**src/rtl/ndp_result_packer.sv**
```systemverilog
// ndp_result_packer: takes two-lane 32-bit result beats, applies optional
// per-lane ReLU, packs beat pairs into 64-bit words, buffers them in a small
// first-word-fall-through FIFO and tracks frame length and completed frames.
module ndp_result_packer #(
  parameter int WIDTH       = 16,
  parameter int FRAME_BEATS = 128,
  parameter int FIFO_DEPTH  = 4,
  parameter int CNT_BITS    = 16
) (
  input  logic                axi_aclk,
  input  logic                axi_aresetn,
  input  logic                relu_en,
  input  logic                clear_status,
  input  logic [31:0]         s_axis_tdata,
  input  logic                s_axis_tlast,
  input  logic                s_axis_tvalid,
  output logic                s_axis_tready,
  output logic [63:0]         m_axis_tdata,
  output logic [7:0]          m_axis_tkeep,
  output logic                m_axis_tlast,
  output logic                m_axis_tvalid,
  input  logic                m_axis_tready,
  output logic                frame_err,
  output logic [CNT_BITS-1:0] frame_cnt
);

  localparam int AW = $clog2(FIFO_DEPTH);
  localparam int CW = AW + 1;

  typedef enum logic {
    ST_EMPTY,
    ST_HALF
  } state_e;

  typedef struct packed {
    logic [7:0]  keep;
    logic        last;
    logic [63:0] data;
  } fifo_word_t;

  // Negative lanes (sign bit set) are forced to zero when ReLU is enabled.
  // Testing the sign bit alone also zeroes -0.0 and negative NaN encodings.
  function automatic logic [WIDTH-1:0] relu_lane(input logic signed [WIDTH-1:0] lane,
                                                 input logic                     en);
    relu_lane = (en && (lane < 0)) ? '0 : lane;
  endfunction

  logic                 ready_q;
  logic [CW-1:0]        count_q;
  logic [AW-1:0]        wr_ptr_q;
  logic [AW-1:0]        rd_ptr_q;
  fifo_word_t           mem_q [FIFO_DEPTH];
  state_e               state_q;
  logic [31:0]          low_q;
  logic [15:0]          beat_idx_q;
  logic                 frame_err_q;
  logic [CNT_BITS-1:0]  frame_cnt_q;

  logic                 accept;
  logic                 pop;
  logic                 push;
  fifo_word_t           push_word;
  fifo_word_t           rd_word;
  logic [WIDTH-1:0]     lane0;
  logic [WIDTH-1:0]     lane1;
  logic [31:0]          beat;
  logic                 idx_at_last;
  logic                 err_evt;

  // Input handshake: ready only out of reset and while the FIFO has a free slot.
  // A pop in the same cycle does not open a slot for a push into a full FIFO.
  assign s_axis_tready = ready_q && (count_q != CW'(FIFO_DEPTH));
  assign accept        = s_axis_tvalid && s_axis_tready;

  assign lane0 = relu_lane(s_axis_tdata[WIDTH-1:0], relu_en);
  assign lane1 = relu_lane(s_axis_tdata[2*WIDTH-1:WIDTH], relu_en);
  assign beat  = {lane1, lane0};

  // Output side: FWFT head of the FIFO, forced to zero while empty so no
  // uninitialised storage is ever visible on the bus.
  assign rd_word       = mem_q[rd_ptr_q];
  assign m_axis_tvalid = (count_q != '0);
  assign m_axis_tdata  = m_axis_tvalid ? rd_word.data : '0;
  assign m_axis_tkeep  = m_axis_tvalid ? rd_word.keep : '0;
  assign m_axis_tlast  = m_axis_tvalid ? rd_word.last : 1'b0;
  assign pop           = m_axis_tvalid && m_axis_tready;

  assign frame_err = frame_err_q;
  assign frame_cnt = frame_cnt_q;

  // Input ready comes up on the first clock after reset is released.
  always_ff @(posedge axi_aclk or negedge axi_aresetn) begin
    if (!axi_aresetn) begin
      ready_q <= 1'b0;
    end else begin
      ready_q <= 1'b1;
    end
  end

  // Packer state: EMPTY waits for a first beat, HALF holds it until its partner.
  always_ff @(posedge axi_aclk or negedge axi_aresetn) begin
    if (!axi_aresetn) begin
      state_q <= ST_EMPTY;
    end else if (accept) begin
      if (state_q == ST_EMPTY && !s_axis_tlast) begin
        state_q <= ST_HALF;
      end else begin
        state_q <= ST_EMPTY;
      end
    end
  end

  // Low half of a pending word; pure data, so it carries no reset.
  always_ff @(posedge axi_aclk) begin
    if (accept && state_q == ST_EMPTY) begin
      low_q <= beat;
    end
  end

  // Word assembly: a pair completes a full word, a lone last beat is flushed
  // as a half word with only the low four bytes enabled.
  always_comb begin
    push      = 1'b0;
    push_word = '0;
    if (accept) begin
      if (state_q == ST_HALF) begin
        push           = 1'b1;
        push_word.data = {beat, low_q};
        push_word.keep = 8'hFF;
        push_word.last = s_axis_tlast;
      end else if (s_axis_tlast) begin
        push           = 1'b1;
        push_word.data = {32'h0000_0000, beat};
        push_word.keep = 8'h0F;
        push_word.last = 1'b1;
      end
    end
  end

  // FIFO storage write; data only, so it carries no reset.
  always_ff @(posedge axi_aclk) begin
    if (push) begin
      mem_q[wr_ptr_q] <= push_word;
    end
  end

  // FIFO pointers and occupancy; pointers wrap naturally at the power-of-2 depth.
  always_ff @(posedge axi_aclk or negedge axi_aresetn) begin
    if (!axi_aresetn) begin
      wr_ptr_q <= '0;
      rd_ptr_q <= '0;
      count_q  <= '0;
    end else begin
      if (push) begin
        wr_ptr_q <= wr_ptr_q + AW'(1);
      end
      if (pop) begin
        rd_ptr_q <= rd_ptr_q + AW'(1);
      end
      case ({push, pop})
        2'b10:   count_q <= count_q + CW'(1);
        2'b01:   count_q <= count_q - CW'(1);
        default: count_q <= count_q;
      endcase
    end
  end

  // An error is a mismatch between tlast and the final-beat position:
  // tlast before the final index, or the final index without tlast.
  assign idx_at_last = (beat_idx_q == 16'(FRAME_BEATS - 1));
  assign err_evt     = accept && (s_axis_tlast != idx_at_last);

  // Beat index within the current frame; keeps counting (and wrapping) past
  // the expected length until tlast finally shows up.
  always_ff @(posedge axi_aclk or negedge axi_aresetn) begin
    if (!axi_aresetn) begin
      beat_idx_q <= '0;
    end else if (accept) begin
      if (s_axis_tlast) begin
        beat_idx_q <= '0;
      end else begin
        beat_idx_q <= beat_idx_q + 16'd1;
      end
    end
  end

  // Status: sticky error and drained-frame count; clear takes priority over
  // any event in the same cycle.
  always_ff @(posedge axi_aclk or negedge axi_aresetn) begin
    if (!axi_aresetn) begin
      frame_err_q <= 1'b0;
      frame_cnt_q <= '0;
    end else if (clear_status) begin
      frame_err_q <= 1'b0;
      frame_cnt_q <= '0;
    end else begin
      if (err_evt) begin
        frame_err_q <= 1'b1;
      end
      if (pop && m_axis_tlast) begin
        frame_cnt_q <= frame_cnt_q + CNT_BITS'(1);
      end
    end
  end

endmodule

```
**config.mk**
```make
export PLATFORM = sky130hd
export DESIGN_NAME = ndp_result_packer
export DESIGN_NICKNAME = d
export VERILOG_FILES = /design/src/rtl/ndp_result_packer.sv
export SDC_FILE = /design/constraint.sdc
export NUM_CORES = 1
export LEC_CHECK = 0
export ABC_CLOCK_PERIOD_IN_PS = 6000
export CORE_MARGIN = 4
export CORE_UTILIZATION = 55
export CTS_CLUSTER_SIZE = 24
export DETAILED_ROUTE_END_ITERATION = 12
export PLACE_DENSITY_LB_ADDON = 0.12
export SETUP_SLACK_MARGIN = 0.3
export SLEW_MARGIN = 20
export SYNTH_ARGS = -nofsm -noshare
export SYNTH_HDL_FRONTEND = slang
export SYNTH_SLANG_ARGS = --single-unit
```
**constraint.sdc**
```tcl
create_clock -name axi_aclk -period 6 [get_ports axi_aclk]
set_input_delay 1.8 -clock axi_aclk [delete_from_list [all_inputs] [get_ports axi_aclk]]
set_output_delay 1.8 -clock axi_aclk [all_outputs]
set_load 0.02 [all_outputs]
```
==> metrics.txt <==
status=complete, no violations; DRT antenna net count=0; largest net degree at the start of global routing=69; Top Ports=131; worst-margin pin slew=0.838 ns; Final Skew=0.0175 ns; total global routing overflow=0; library cells used by synthesis=41; Seq pwr share=0.390; core area=0.0252 mm^2; Vert. Die Dim=roughly 170 um; synth top area cells=edfxtp_1, mux4_2, dfrtp_1, and2_1, a22o_1; GP Congestion=between 0.8 and 0.9; P_int=0.00562 W; CTS tree=done; Detailed Route Iter0 Violations=718; Fin Hold WS=0.523 ns; Worst Hold Path Cells=2; top cells by count, synth=edfxtp_1, and2_1, mux4_2; final non-filler cell total=around 1300; complex-gate fraction of the synthesized area=0.0372; Synth Area in XOR/XNOR=0.00873; net switching power=roughly 0.0024 W; M3 GR Usage=0.0402; Hold Vio Cnt, Final=0; area grow syn2layout=20.7%; clk slew on worst S/H paths=~0.06 ns; first-pass GRT wire length=45900 um; count leader, synth=edfxtp_1; clk_lat worst skew=0.52 ns; Gate power share=0.327; CP max stage delay=0.88 ns; Worst path slowest cell=dfrtp_4; CTS resizes=0; YS warnings=0; DR vias=7581; Total Wirelength=28700 um; HP Class=register to register; area fraction of the dominant cell type after synthesis=0.641; slew margin rel.=0.441; EDFF count, synth=300; final cycle utilization of the critical path=0.822; hold path start=frame_err; DP HPWL=16900 um; Net Count, Synth=851; H-tree levels=2; Buffers on Ports=130; final core utilization=0.673; Max FO, Critical Path=35; mux cell area share after synthesis=0.112; crit path cell chain=buf_4 -> mux4_2 -> and2_1 -> clkdlybuf4s50_1; largest family of logic cells by synthesized area=multiplexers; Tmin final=about 5 ns; f_max=203 MHz; CP startpoint kind=register; die area=0.0282 mm^2; Seq/Total Area, Yosys=0.716; r2r startpoint=count_q[0]; row count=58; Routed WL per cell=approximately 22 um; crit end category=output port; syn avg cell area=17.5 um^2; Layout Nets=987; Layout fillers=about 1700; CTS Root Cell=clkbuf_16; die extent in x=168 um; leakage=5.83 nW; RSZ-0062 raised after global routing=false; arrival time at the worst endpoint=roughly 3.1 ns; CTS Hold Bufs=0; routed vias/inst=5.84; Switching Share=0.298; Total Neg Setup Slack=0 ns; Synth Area in Adders=0.00766; met2 Use GR=0.355; residual DRC count=0; flop-to-flop setup slack=3.02 ns; peak supply drop=approximately 310 uV; FF-to-FF End=count_q[2]; GRT Total Usage=0.207; r2r worst-path depth=10; DR pass1 iterations=7; clock sink count=342; Post-Syn Area=0.0140 mm^2; asr flop ratio synth=0.123; Post-synth top flop=edfxtp_1; placed insts=1233; Hold Path Sink=frame_err; endpoints failing setup=0; Clock power frac=0.282; Seq cells post-synth=342; Synth area leader=edfxtp_1; WP data required=between 4 and 5 ns; vias in the first global route=8284; Most Crowded Layer GR=met2; Synth Instances=roughly 800; CP Class=register to output port; Simple-Gate Fraction of Synth Area=0.0988; Clock Path Buffers=3; Setup Buffers After CTS=0; starting density of the core=0.558; CTS buffer count=35; Slew Limit Fails=0; share of layout cells above drive strength 1=0.162; power per cell area=472 mW/mm^2; met1 usage=0.279; max-cap viol count=0; initial antenna violation count=0
-- worst max-delay path, delay by kind of cell (launching register included) --
family / cells / cell delay (ns)
buf+inv: 2 / 0.95
flops: 1 / 0.88
simple gates: 1 / 0.22
mux: 1 / 0.55
-- area by class of cell --
type                            count  area, um^2  area share
Clock buffer                       45         965      0.0569
Timing Repair Buffer              146        1430      0.0845
Tap cell                          330         413      0.0244
Inverter                           12        45.0     0.00266
Antenna cell                        1        2.50    0.000148
Multi-Input combinational cell    403        3770       0.222
Clock inverter                     19         254      0.0150
Sequential cell                   342       10100       0.594
-- how the worst max path moves through the flow --
stage                             from  cells past startpoint  slack, ns                to
after CTS                  rd_ptr_q[0]                      4       0.98  m_axis_tdata[35]
after global routing       rd_ptr_q[0]                      4       0.84  m_axis_tdata[35]
final                      rd_ptr_q[0]                      4       1.07  m_axis_tdata[35]
after global placement     rd_ptr_q[0]                      4       1.52  m_axis_tdata[35]
after detailed placement  s_axis_tlast                      7       1.45      mem_q[2][62]
after floorplan           s_axis_tlast                      4       0.14       mem_q[0][0]
-- logic make-up after synthesis --
logic type / after synthesis
AO/OA/AOI/OAI: 78
buffers and inverters: 59
AND/OR/NAND/NOR: 229
other: 1
adder cells (fa/ha/maj): 8
XOR/XNOR: 14
multiplexers: 73
flip-flops: 342
-- through the flow --
step / area [um^2] / setup WS, ns / power (W)
after floorplan: 14000 / 0.137 / 0.00474
after global placement: 15700 / 1.52 / 0.00579
after detailed placement: 15700 / 1.45 / 0.00583
after CTS: 16900 / 0.979 / 0.00810
after global routing: 16900 / 0.842 / 0.00837
final: 16900 / 1.07 / 0.00800
-- layer usage --
| metal | part of all wire | wire [um] |
|---|---|---|
| met5 | 0 | 0 |
| met1 | 0.42 | 12000 |
| met2 | 0.51 | 14700 |
| met4 | 0.015 | 419 |
| met3 | 0.053 | 1520 |
-- layout by cell type, fill, tap and decap left out, types with 9 or more instances in the layout --
master,synthesis,final
a21oi_1,21,21
a22o_1,32,32
and2_1,133,133
buf_4,6,16
clkbuf_16,0,36
clkdlybuf4s50_1,0,129
dfrtp_1,42,40
edfxtp_1,300,300
inv_1,12,12
mux4_2,67,67
nand2_1,19,19
nand3_1,10,10
nor2_1,10,9
o21ai_0,21,21
or3_1,18,17
-- power groups by stage --
stage                     Combinational, W  Sequential [W]  Clock, W
after detailed placement           0.00265         0.00318         0
after global placement             0.00262         0.00317         0
after CTS                          0.00266         0.00313   0.00231
final                              0.00262         0.00312   0.00226
after global routing               0.00279         0.00316   0.00242
after floorplan                    0.00172         0.00302         0
-- flip-flops by register name, indices dropped and copies added (netlist names) --
signal and flops:
beat_idx_q 16, count_q 3, frame_cnt 16, frame_err 1, low_q 32, mem_q 268
rd_ptr_q 2, ready_q 1, state_q 1, wr_ptr_q 2
(Power assumes the default switching activity.)
